--- src/rtl/dma_pkg.sv ---
// Shared DMA types: descriptor, CSR control/status, read-FSM state encoding and AXI codes.
// No logic; widths here size the address, length and counter paths of the read engine.
package dma_pkg;

    localparam int SRC_ADDR_W  = 64;
    localparam int LENGTH_W    = 20;
    localparam int PERF_CNTR_W = 32;
    localparam int RD_STATE_W  = 4;

    localparam logic [1:0] RESP_OKAY   = 2'b00;
    localparam logic [1:0] RESP_EXOKAY = 2'b01;
    localparam logic [1:0] RESP_SLVERR = 2'b10;
    localparam logic [1:0] RESP_DECERR = 2'b11;
    localparam logic [1:0] BURST_INCR  = 2'b01;

    typedef enum logic [RD_STATE_W-1:0] {
        IDLE           = 4'b0001,
        ADDR_SETUP     = 4'b0010,
        RD_SRC_WR_FIFO = 4'b0100,
        ERROR          = 4'b1000
    } t_rd_state;

    typedef struct packed {
        logic       go;
        logic [1:0] mode;
    } t_dma_descriptor_control;

    typedef struct packed {
        logic [SRC_ADDR_W-1:0]   src_addr;
        logic [LENGTH_W-1:0]     length;
        t_dma_descriptor_control descriptor_control;
    } t_dma_descriptor;

    typedef struct packed {
        logic reset_dispatcher;
    } t_dma_csr_control;

    typedef struct packed {
        logic                   busy;
        logic [RD_STATE_W-1:0]  rd_state;
        logic                   stopped_on_error;
        logic                   rd_rsp_err;
        logic [PERF_CNTR_W-1:0] clk_cnt;
        logic [PERF_CNTR_W-1:0] valid_cnt;
    } t_dma_csr_status_rd;

endpackage

--- src/rtl/dma_fifo_if.sv ---
// Write side of the DMA data FIFO; wr_in is the producer view.
interface dma_fifo_if #(
    parameter int DATA_W = 512
);
    logic              wr_en;
    logic [DATA_W-1:0] wr_data;
    logic              almost_full;
    logic              not_full;

    modport wr_in  (output wr_en, wr_data, input almost_full, not_full);
    modport wr_out (input wr_en, wr_data, output almost_full, not_full);
endinterface

--- src/rtl/ofs_plat_axi_mem_if.sv ---
// AXI memory port bundle; to_sink is the master side that issues requests.
interface ofs_plat_axi_mem_if #(
    parameter int ADDR_W = dma_pkg::SRC_ADDR_W,
    parameter int DATA_W = 512,
    parameter int ID_W   = 4
);
    typedef struct packed {
        logic [ID_W-1:0]   id;
        logic [ADDR_W-1:0] addr;
        logic [7:0]        len;
        logic [2:0]        size;
        logic [1:0]        burst;
    } t_axi_ar;

    typedef struct packed {
        logic [ID_W-1:0]   id;
        logic [DATA_W-1:0] data;
        logic [1:0]        resp;
        logic              last;
    } t_axi_r;

    logic    arvalid;
    logic    arready;
    t_axi_ar ar;
    logic    rvalid;
    logic    rready;
    t_axi_r  r;
    logic    awvalid;
    logic    awready;
    logic    wvalid;
    logic    wready;
    logic    bvalid;
    logic    bready;

    modport to_sink (
        output arvalid, ar, rready, awvalid, wvalid, bready,
        input  arready, rvalid, r, awready, wready, bvalid
    );

    modport to_source (
        input  arvalid, ar, rready, awvalid, wvalid, bready,
        output arready, rvalid, r, awready, wready, bvalid
    );
endinterface

--- src/rtl/read_src_fsm.sv ---
// Splits a descriptor into AXI read bursts (one AR outstanding) and streams R beats into the FIFO.
// Beats pass combinationally from R to the FIFO; almost_full deasserts rready, error beats are dropped.
module read_src_fsm
    import dma_pkg::*;
#(
    parameter int DATA_W          = 512,
    parameter int MAX_BURST_BEATS = 256
) (
    input  logic                 clk,
    input  logic                 reset_n,
    input  logic                 descriptor_fifo_not_empty,
    input  t_dma_descriptor      descriptor,
    input  t_dma_csr_control     csr_control,
    output logic                 rd_fsm_done,
    output t_dma_csr_status_rd   rd_src_status,
    ofs_plat_axi_mem_if.to_sink  src_mem,
    dma_fifo_if.wr_in            wr_fifo_if
);
    localparam int                    BEAT_BYTES   = DATA_W / 8;
    localparam logic [SRC_ADDR_W-1:0] BURST_STRIDE = SRC_ADDR_W'(MAX_BURST_BEATS * BEAT_BYTES);
    localparam logic [LENGTH_W:0]     MAX_BEATS    = (LENGTH_W + 1)'(MAX_BURST_BEATS);
    localparam logic [2:0]            AR_SIZE      = 3'($clog2(BEAT_BYTES));

    t_rd_state              state;
    t_rd_state              state_nxt;
    logic [SRC_ADDR_W-1:0]  araddr;
    logic [LENGTH_W:0]      remaining;
    logic [LENGTH_W:0]      num_bursts;
    logic [LENGTH_W:0]      burst_cnt;
    logic [PERF_CNTR_W-1:0] clk_cnt;
    logic [PERF_CNTR_W-1:0] valid_cnt;

    logic              go_vld;
    logic              len_zero;
    logic              rd_rdy;
    logic              beat_acc;
    logic              beat_err;
    logic              last_ok;
    logic              more_bursts;
    logic [LENGTH_W:0] burst_beats;

    assign go_vld      = (state == IDLE) && descriptor.descriptor_control.go && descriptor_fifo_not_empty;
    assign len_zero    = (descriptor.length == '0);
    // Reset gating keeps the reset cycle free of FIFO writes and R handshakes.
    assign rd_rdy      = reset_n && (((state == RD_SRC_WR_FIFO) && !wr_fifo_if.almost_full) ||
                                     (state == ERROR));
    assign beat_acc    = src_mem.rvalid && rd_rdy;
    assign beat_err    = beat_acc && ((src_mem.r.resp == RESP_SLVERR) || (src_mem.r.resp == RESP_DECERR));
    assign last_ok     = beat_acc && !beat_err && src_mem.r.last && (state == RD_SRC_WR_FIFO);
    assign more_bursts = (burst_cnt + 1'b1) < num_bursts;
    assign burst_beats = (remaining < MAX_BEATS) ? remaining : MAX_BEATS;

    always_comb begin
        state_nxt = state;
        case (state)
            IDLE:           if (go_vld && !len_zero) state_nxt = ADDR_SETUP;
            ADDR_SETUP:     if (src_mem.arready) state_nxt = RD_SRC_WR_FIFO;
            RD_SRC_WR_FIFO: begin
                if (beat_err)     state_nxt = ERROR;
                else if (last_ok) state_nxt = more_bursts ? ADDR_SETUP : IDLE;
            end
            ERROR:          if (csr_control.reset_dispatcher) state_nxt = IDLE;
            default:        state_nxt = IDLE;
        endcase
    end

    always_ff @(posedge clk) begin
        if (!reset_n) begin
            state      <= IDLE;
            araddr     <= '0;
            remaining  <= '0;
            num_bursts <= '0;
            burst_cnt  <= '0;
            clk_cnt    <= '0;
            valid_cnt  <= '0;
        end else begin
            state <= state_nxt;
            if (go_vld && !len_zero) begin
                araddr     <= descriptor.src_addr;
                remaining  <= {1'b0, descriptor.length};
                num_bursts <= ({1'b0, descriptor.length} + (MAX_BEATS - 1'b1)) / MAX_BEATS;
                burst_cnt  <= '0;
                clk_cnt    <= '0;
                valid_cnt  <= '0;
            end
            if (state == RD_SRC_WR_FIFO) begin
                clk_cnt <= clk_cnt + 1'b1;
                if (beat_acc) begin
                    remaining <= remaining - 1'b1;
                    valid_cnt <= valid_cnt + 1'b1;
                end
                if (last_ok && more_bursts) begin
                    burst_cnt <= burst_cnt + 1'b1;
                    araddr    <= araddr + BURST_STRIDE;
                end
            end
        end
    end

    always_comb begin
        src_mem.arvalid  = reset_n && (state == ADDR_SETUP);
        src_mem.ar       = '0;
        src_mem.ar.addr  = araddr;
        src_mem.ar.len   = 8'(burst_beats - 1'b1);
        src_mem.ar.size  = AR_SIZE;
        src_mem.ar.burst = BURST_INCR;
        src_mem.rready   = rd_rdy;
        src_mem.awvalid  = 1'b0;
        src_mem.wvalid   = 1'b0;
        src_mem.bready   = 1'b1;

        wr_fifo_if.wr_en   = beat_acc && !beat_err && (state == RD_SRC_WR_FIFO);
        wr_fifo_if.wr_data = src_mem.r.data;

        rd_fsm_done = reset_n && ((go_vld && len_zero) || (last_ok && !more_bursts));

        rd_src_status                  = '0;
        rd_src_status.busy             = (state != IDLE);
        rd_src_status.rd_state         = state;
        rd_src_status.stopped_on_error = (state == ERROR);
        rd_src_status.rd_rsp_err       = (state == ERROR);
        rd_src_status.clk_cnt          = clk_cnt;
        rd_src_status.valid_cnt        = valid_cnt;
    end

    logic unused_ok;
    assign unused_ok = &{1'b0, descriptor.descriptor_control.mode, wr_fifo_if.not_full,
                         src_mem.awready, src_mem.wready, src_mem.bvalid, src_mem.r.id};

endmodule

--- src/flat_wrapper.sv ---
// flat-port wrapper written by rule: the top's interface ports become plain ports
module read_src_fsm_flat import dma_pkg::*;
#(
    parameter int DATA_W          = 512,
    parameter int MAX_BURST_BEATS = 256
)
  (clk, reset_n, descriptor_fifo_not_empty, descriptor, csr_control, rd_fsm_done, rd_src_status, src_mem_arvalid, src_mem_ar, src_mem_rready, src_mem_awvalid, src_mem_wvalid, src_mem_bready, src_mem_arready, src_mem_rvalid, src_mem_r, src_mem_awready, src_mem_wready, src_mem_bvalid, wr_fifo_if_wr_en, wr_fifo_if_wr_data, wr_fifo_if_almost_full, wr_fifo_if_not_full);
  ofs_plat_axi_mem_if #(.ADDR_W(SRC_ADDR_W), .DATA_W(DATA_W)) src_mem_i ();
  dma_fifo_if #(.DATA_W(DATA_W)) wr_fifo_if_i ();
  input  logic clk;
  input  logic reset_n;
  input  logic descriptor_fifo_not_empty;
  input  t_dma_descriptor descriptor;
  input  t_dma_csr_control csr_control;
  output logic rd_fsm_done;
  output t_dma_csr_status_rd rd_src_status;
  output wire logic [$bits(src_mem_i.arvalid)-1:0] src_mem_arvalid;
  output wire logic [$bits(src_mem_i.ar)-1:0] src_mem_ar;
  output wire logic [$bits(src_mem_i.rready)-1:0] src_mem_rready;
  output wire logic [$bits(src_mem_i.awvalid)-1:0] src_mem_awvalid;
  output wire logic [$bits(src_mem_i.wvalid)-1:0] src_mem_wvalid;
  output wire logic [$bits(src_mem_i.bready)-1:0] src_mem_bready;
  input wire logic [$bits(src_mem_i.arready)-1:0] src_mem_arready;
  input wire logic [$bits(src_mem_i.rvalid)-1:0] src_mem_rvalid;
  input wire logic [$bits(src_mem_i.r)-1:0] src_mem_r;
  input wire logic [$bits(src_mem_i.awready)-1:0] src_mem_awready;
  input wire logic [$bits(src_mem_i.wready)-1:0] src_mem_wready;
  input wire logic [$bits(src_mem_i.bvalid)-1:0] src_mem_bvalid;
  output wire logic [$bits(wr_fifo_if_i.wr_en)-1:0] wr_fifo_if_wr_en;
  output wire logic [$bits(wr_fifo_if_i.wr_data)-1:0] wr_fifo_if_wr_data;
  input wire logic [$bits(wr_fifo_if_i.almost_full)-1:0] wr_fifo_if_almost_full;
  input wire logic [$bits(wr_fifo_if_i.not_full)-1:0] wr_fifo_if_not_full;
  assign src_mem_arvalid = src_mem_i.arvalid;
  assign src_mem_ar = src_mem_i.ar;
  assign src_mem_rready = src_mem_i.rready;
  assign src_mem_awvalid = src_mem_i.awvalid;
  assign src_mem_wvalid = src_mem_i.wvalid;
  assign src_mem_bready = src_mem_i.bready;
  assign src_mem_i.arready = src_mem_arready;
  assign src_mem_i.rvalid = src_mem_rvalid;
  assign src_mem_i.r = src_mem_r;
  assign src_mem_i.awready = src_mem_awready;
  assign src_mem_i.wready = src_mem_wready;
  assign src_mem_i.bvalid = src_mem_bvalid;
  assign wr_fifo_if_wr_en = wr_fifo_if_i.wr_en;
  assign wr_fifo_if_wr_data = wr_fifo_if_i.wr_data;
  assign wr_fifo_if_i.almost_full = wr_fifo_if_almost_full;
  assign wr_fifo_if_i.not_full = wr_fifo_if_not_full;
  read_src_fsm #(.DATA_W(DATA_W), .MAX_BURST_BEATS(MAX_BURST_BEATS)) u_core (.clk(clk), .reset_n(reset_n), .descriptor_fifo_not_empty(descriptor_fifo_not_empty), .descriptor(descriptor), .csr_control(csr_control), .rd_fsm_done(rd_fsm_done), .rd_src_status(rd_src_status), .src_mem(src_mem_i), .wr_fifo_if(wr_fifo_if_i));
endmodule
--- config.mk ---
export PLATFORM = sky130hd
export DESIGN_NAME = read_src_fsm_flat
export DESIGN_NICKNAME = d
export VERILOG_FILES = /design/src/rtl/dma_pkg.sv /design/src/rtl/dma_fifo_if.sv /design/src/rtl/ofs_plat_axi_mem_if.sv /design/src/rtl/read_src_fsm.sv /design/src/flat_wrapper.sv
export SDC_FILE = /design/constraint.sdc
export NUM_CORES = 1
export LEC_CHECK = 0
export BUFFER_PORTS_ARGS = -buffer_cell sky130_fd_sc_hd__clkbuf_2
export CAP_MARGIN = 0
export CORE_AREA = 2 2 504 506
export DETAILED_ROUTE_END_ITERATION = 10
export DIE_AREA = 0 0 506 508
export GPL_ROUTABILITY_DRIVEN = 0
export PLACE_DENSITY = 0.3
export RECOVER_POWER = 100
export SYNTH_ARGS = -nofsm -noshare
export SYNTH_HDL_FRONTEND = slang
export SYNTH_SLANG_ARGS = --single-unit
--- constraint.sdc ---
create_clock -name clk -period 4 [get_ports clk]
set_clock_uncertainty 0.2 [all_clocks]
set_input_delay 0.4 -clock clk [delete_from_list [all_inputs] [get_ports clk]]
set_output_delay 0.4 -clock clk [all_outputs]
set_load 0.01 [all_outputs]
==> flow_summary.json <==
{
  "cts_htree_levels": 4,
  "std_cell_rows": 185,
  "port_buffers": 240,
  "ant_nets": 0,
  "via_count_of_the_first_global_routing_pass": 11800,
  "worstPathRequired_ns": 4.27,
  "wl_met2_um": 55300,
  "run_status": "finished, violations left",
  "drc": 0,
  "crit_path_max_fanout": 5,
  "synth.top_cells.by_area": "buf_4, dfxtp_1, nand2_1",
  "end_of_the_worst_hold_path": "u_core.araddr[46]",
  "kind_of_critical_path": "flop to flop",
  "groute.usage.overall": 0.0862,
  "m1WireLength_um": 31100,
  "dominantRegCellSynth": "dfxtp_1",
  "drt_iter0_markers": 596,
  "dieHeight_um": 508,
  "vias_per_cell": 2.47,
  "max_freq_mhz": 249,
  "dr.pass1.iters": 5,
  "pwr_density_cell_mw_per_mm2": 326,
  "failed_checks": "setup timing",
  "postSynthRegisterBits": 187,
  "cts_max_path_buffers": 2,
  "r2r_start": "u_core.burst_cnt[0]",
  "nNetsFinal": 2307,
  "start_kind": "flop",
  "rsz0062_at_grt": "yes",
  "clock_tree_from_tritoncts": "yes",
  "final_min_period_over_clock_period": 1.00,
  "cts_made_buffers": 17,
  "netlist_instances": 1817,
  "timing.slew.headroom": 0.316,
  "data_arrival_critical_path_ns": 4.28,
  "clock-sinks": 187,
  "synth_enable_flop_cells": 0,
  "max_cap_viol_count": 0,
  "yosys.area.top_type": "buf_4",
  "finalPower_mw": 5.85,
  "report.final.slew_viol_count": 0,
  "grt_overflow": 0,
  "minimum_hold_slack_ns": 0.0464,
  "chip_width_um": 506,
  "start_util": 0.0557,
  "wirelength_um": 118000,
  "grt_start_max_net_pins": 70,
  "min_from": "descriptor[69]",
  "fill_cells": 29800,
  "wire_length_of_the_first_global_routing_pass_um": 141000,
  "avgRoutedWirePerCell_um": 23.2,
  "hold_path_depth": 3,
  "cts.clk_slew.worst_paths_ns": 0.10,
  "die_area_sq_mm": 0.257,
  "post_route_cells_drive_above_1_share": 0.191,
  "worst-slew-pin-transition_ns": 1.03,
  "routed-wl-met3_um": 23000,
  "min_period_ns": 4.01,
  "insertion_delay_ns": 0.55,
  "hpwl_um": 96800,
  "grt_antenna_before_repair": 38,
  "yosys_warnings": 0,
  "layout_setup_ws_ns": -0.0113,
  "max-vdd-ir-drop_mv": 0.343,
  "p_leak_nw": 5.25,
  "clock-root-buffer": "clkbuf_16",
  "mappedNetlistArea_sq_mm": 0.0141,
  "timing.critical_path.to_type": "flop",
  "seq_area_frac_synth": 0.266,
  "hold_viol_final": 0,
  "finalSetupViolations": 1,
  "synth_area_per_cell_sq_um": 7.74,
  "top_layer_used": "met5",
  "vias": 12500,
  "synth-async-reset-ratio": 0,
  "syn2layout_area_growth_pct": 27.9,
  "core_region_area_sq_mm": 0.252,
  "r2r_worst_path_depth": 17,
  "design.portCount": 1288,
  "hold_path.class": "input port to flop",
  "critical_path.reg2reg.endpoint": "u_core.araddr[23]",
  "synth.top_cell.area_share": 0.280,
  "ys_types": 67,
  "rrSetupSlack_ns": -0.01
}
==> power by group <==
group	switching [mW]	internal (mW)	leakage, nW
clock	1.22	0.869	0.302
sequential	0.199	2.01	1.52
combinational	1.02	0.530	3.43
total	2.44	3.41	5.25
==> routing by layer <==
| layer | vias up | track usage |
|---|---|---|
| li1 | 5560 | - |
| met1 | 5646 | 0.0637 |
| met2 | 883 | 0.141 |
| met3 | 419 | 0.0813 |
| met4 | 6 | 0.0541 |
| met5 | - | 0.00574 |
==> per-stage QoR <==
step | instance area [sq um] | utilization | setup TNS (ns) | cells | worst slack (ns)
after CTS | 17700 | 0.0703 | -0.172 | 5034 | -0.117
after global routing | 18000 | 0.0712 | -7.05 | 5052 | -0.265
after detailed placement | 15900 | 0.0631 | -0.0122 | 4905 | -0.00886
after global placement | 15900 | 0.0631 | -0.0147 | 4905 | -0.0142
final | 18000 | 0.0712 | -0.0113 | 5059 | -0.0113
after floorplan | 14100 | - | 0 | 1827 | 0.373
==> Yosys cell counts, types with 4 or more instances <==
cell type	n
a211oi_1	19
a21o_1	4
a21oi_1	86
a221o_1	5
a221oi_1	4
a22oi_1	4
a31oi_1	34
a32oi_1	31
and2_1	16
and3_1	42
and4_1	11
buf_1	6
buf_2	9
buf_4	525
clkbuf_1	56
dfxtp_1	187
ha_1	19
inv_1	36
mux2_2	9
mux2i_1	9
nand2_1	159
nand2b_1	4
nand3_1	104
nand3b_1	4
nand4_1	31
nor2_1	99
nor3_1	22
nor4_1	21
o211ai_1	13
o21a_1	5
o21ai_0	50
o311ai_0	4
o31a_1	5
o31ai_1	7
or2_2	15
or3_1	57
or4_1	10
xnor2_1	30
xor2_1	21
==> flip-flops by register name, summed over array words and instances, names as in the netlist <==
register	flops
u_core.araddr	64
u_core.num_bursts	13
u_core.remaining	21
u_core.clk_cnt	32
u_core.valid_cnt	32
u_core.burst_cnt	21
u_core.state	4
==> area by class of cell <==
cell class | count | area (sq um) | share of cell area
Tap cell | 3366 | 4210 | 0.234
Clock buffer | 17 | 425 | 0.0237
Clock inverter | 15 | 206 | 0.0115
Inverter | 36 | 140 | 0.00780
Multi-Input combinational cell | 1008 | 6320 | 0.351
Timing Repair Buffer | 421 | 2900 | 0.161
Antenna cell | 9 | 22.5 | 0.00125
Sequential cell | 187 | 3750 | 0.209
==> worst max path at each step <==
stage                              from                end  slack, ns  depth (start not counted)
detailed placement  u_core.burst_cnt[2]  u_core.araddr[33]     -0.009                         11
global route        u_core.burst_cnt[0]        rd_fsm_done      -0.26                         15
floorplan           u_core.burst_cnt[0]  u_core.araddr[58]       0.37                         15
finish              u_core.burst_cnt[0]  u_core.araddr[23]      -0.01                         17
CTS                 u_core.burst_cnt[0]        rd_fsm_done      -0.12                         15
global placement    u_core.burst_cnt[0]  u_core.araddr[32]      -0.01                         14
==> cell families (layout without fill, tap and decap cells) <==
group	Yosys count	in the layout	share of synthesized area
xor+xnor	51	51	0.0318
simple gates	613	614	0.223
fa+ha+maj	19	19	0.0169
buf+inv	633	489	0.311
flops	187	187	0.266
mux	18	18	0.0136
compound gates	294	294	0.137
other cells	2	21	0.000534
==> critical path: stages (launching register included) <==
cell and delay, ns:
dfxtp_2 0.37, buf_6 0.12, ha_4 0.14, nand4_1 0.16
nor3_2 0.25, xnor2_1 0.12, ha_1 0.33, a21oi_2 0.16
o21ai_2 0.08, a21oi_2 0.15, buf_4 0.13, nand4_1 0.10
buf_4 0.16, or4_4 0.57, clkbuf_16 0.23, buf_6 0.16
or3_1 0.35, a31oi_1 0.14
==> repair_timing <==
action	4_1_cts	5_1_grt
pin swaps	7	48
endpoints found under the setup margin	20	68
hold buffers	81	0
gates cloned	3	9
setup buffers	13	12
gates resized for setup	46	49
hold endpoints to repair	86	0
==> placed cells by master, fill, tap and decap left out, drive strengths merged, types with 7 or more instances in the layout <==
cell,count
a211oi,19
a21oi,86
a31oi,34
a32oi,31
and2,16
and3,42
and4,11
buf,90
clkbuf,267
clkinv,8
conb,12
dfxtp,187
diode,9
dlygate4sd3,81
ha,19
inv,43
mux2,9
mux2i,9
nand2,159
nand3,104
nand4,33
nor2,99
nor3,23
nor4,22
o211ai,13
o21ai,51
o31ai,7
or2,16
or3,57
or4,11
xnor2,30
xor2,21
Note: power is estimated with default switching activity, not from simulation.
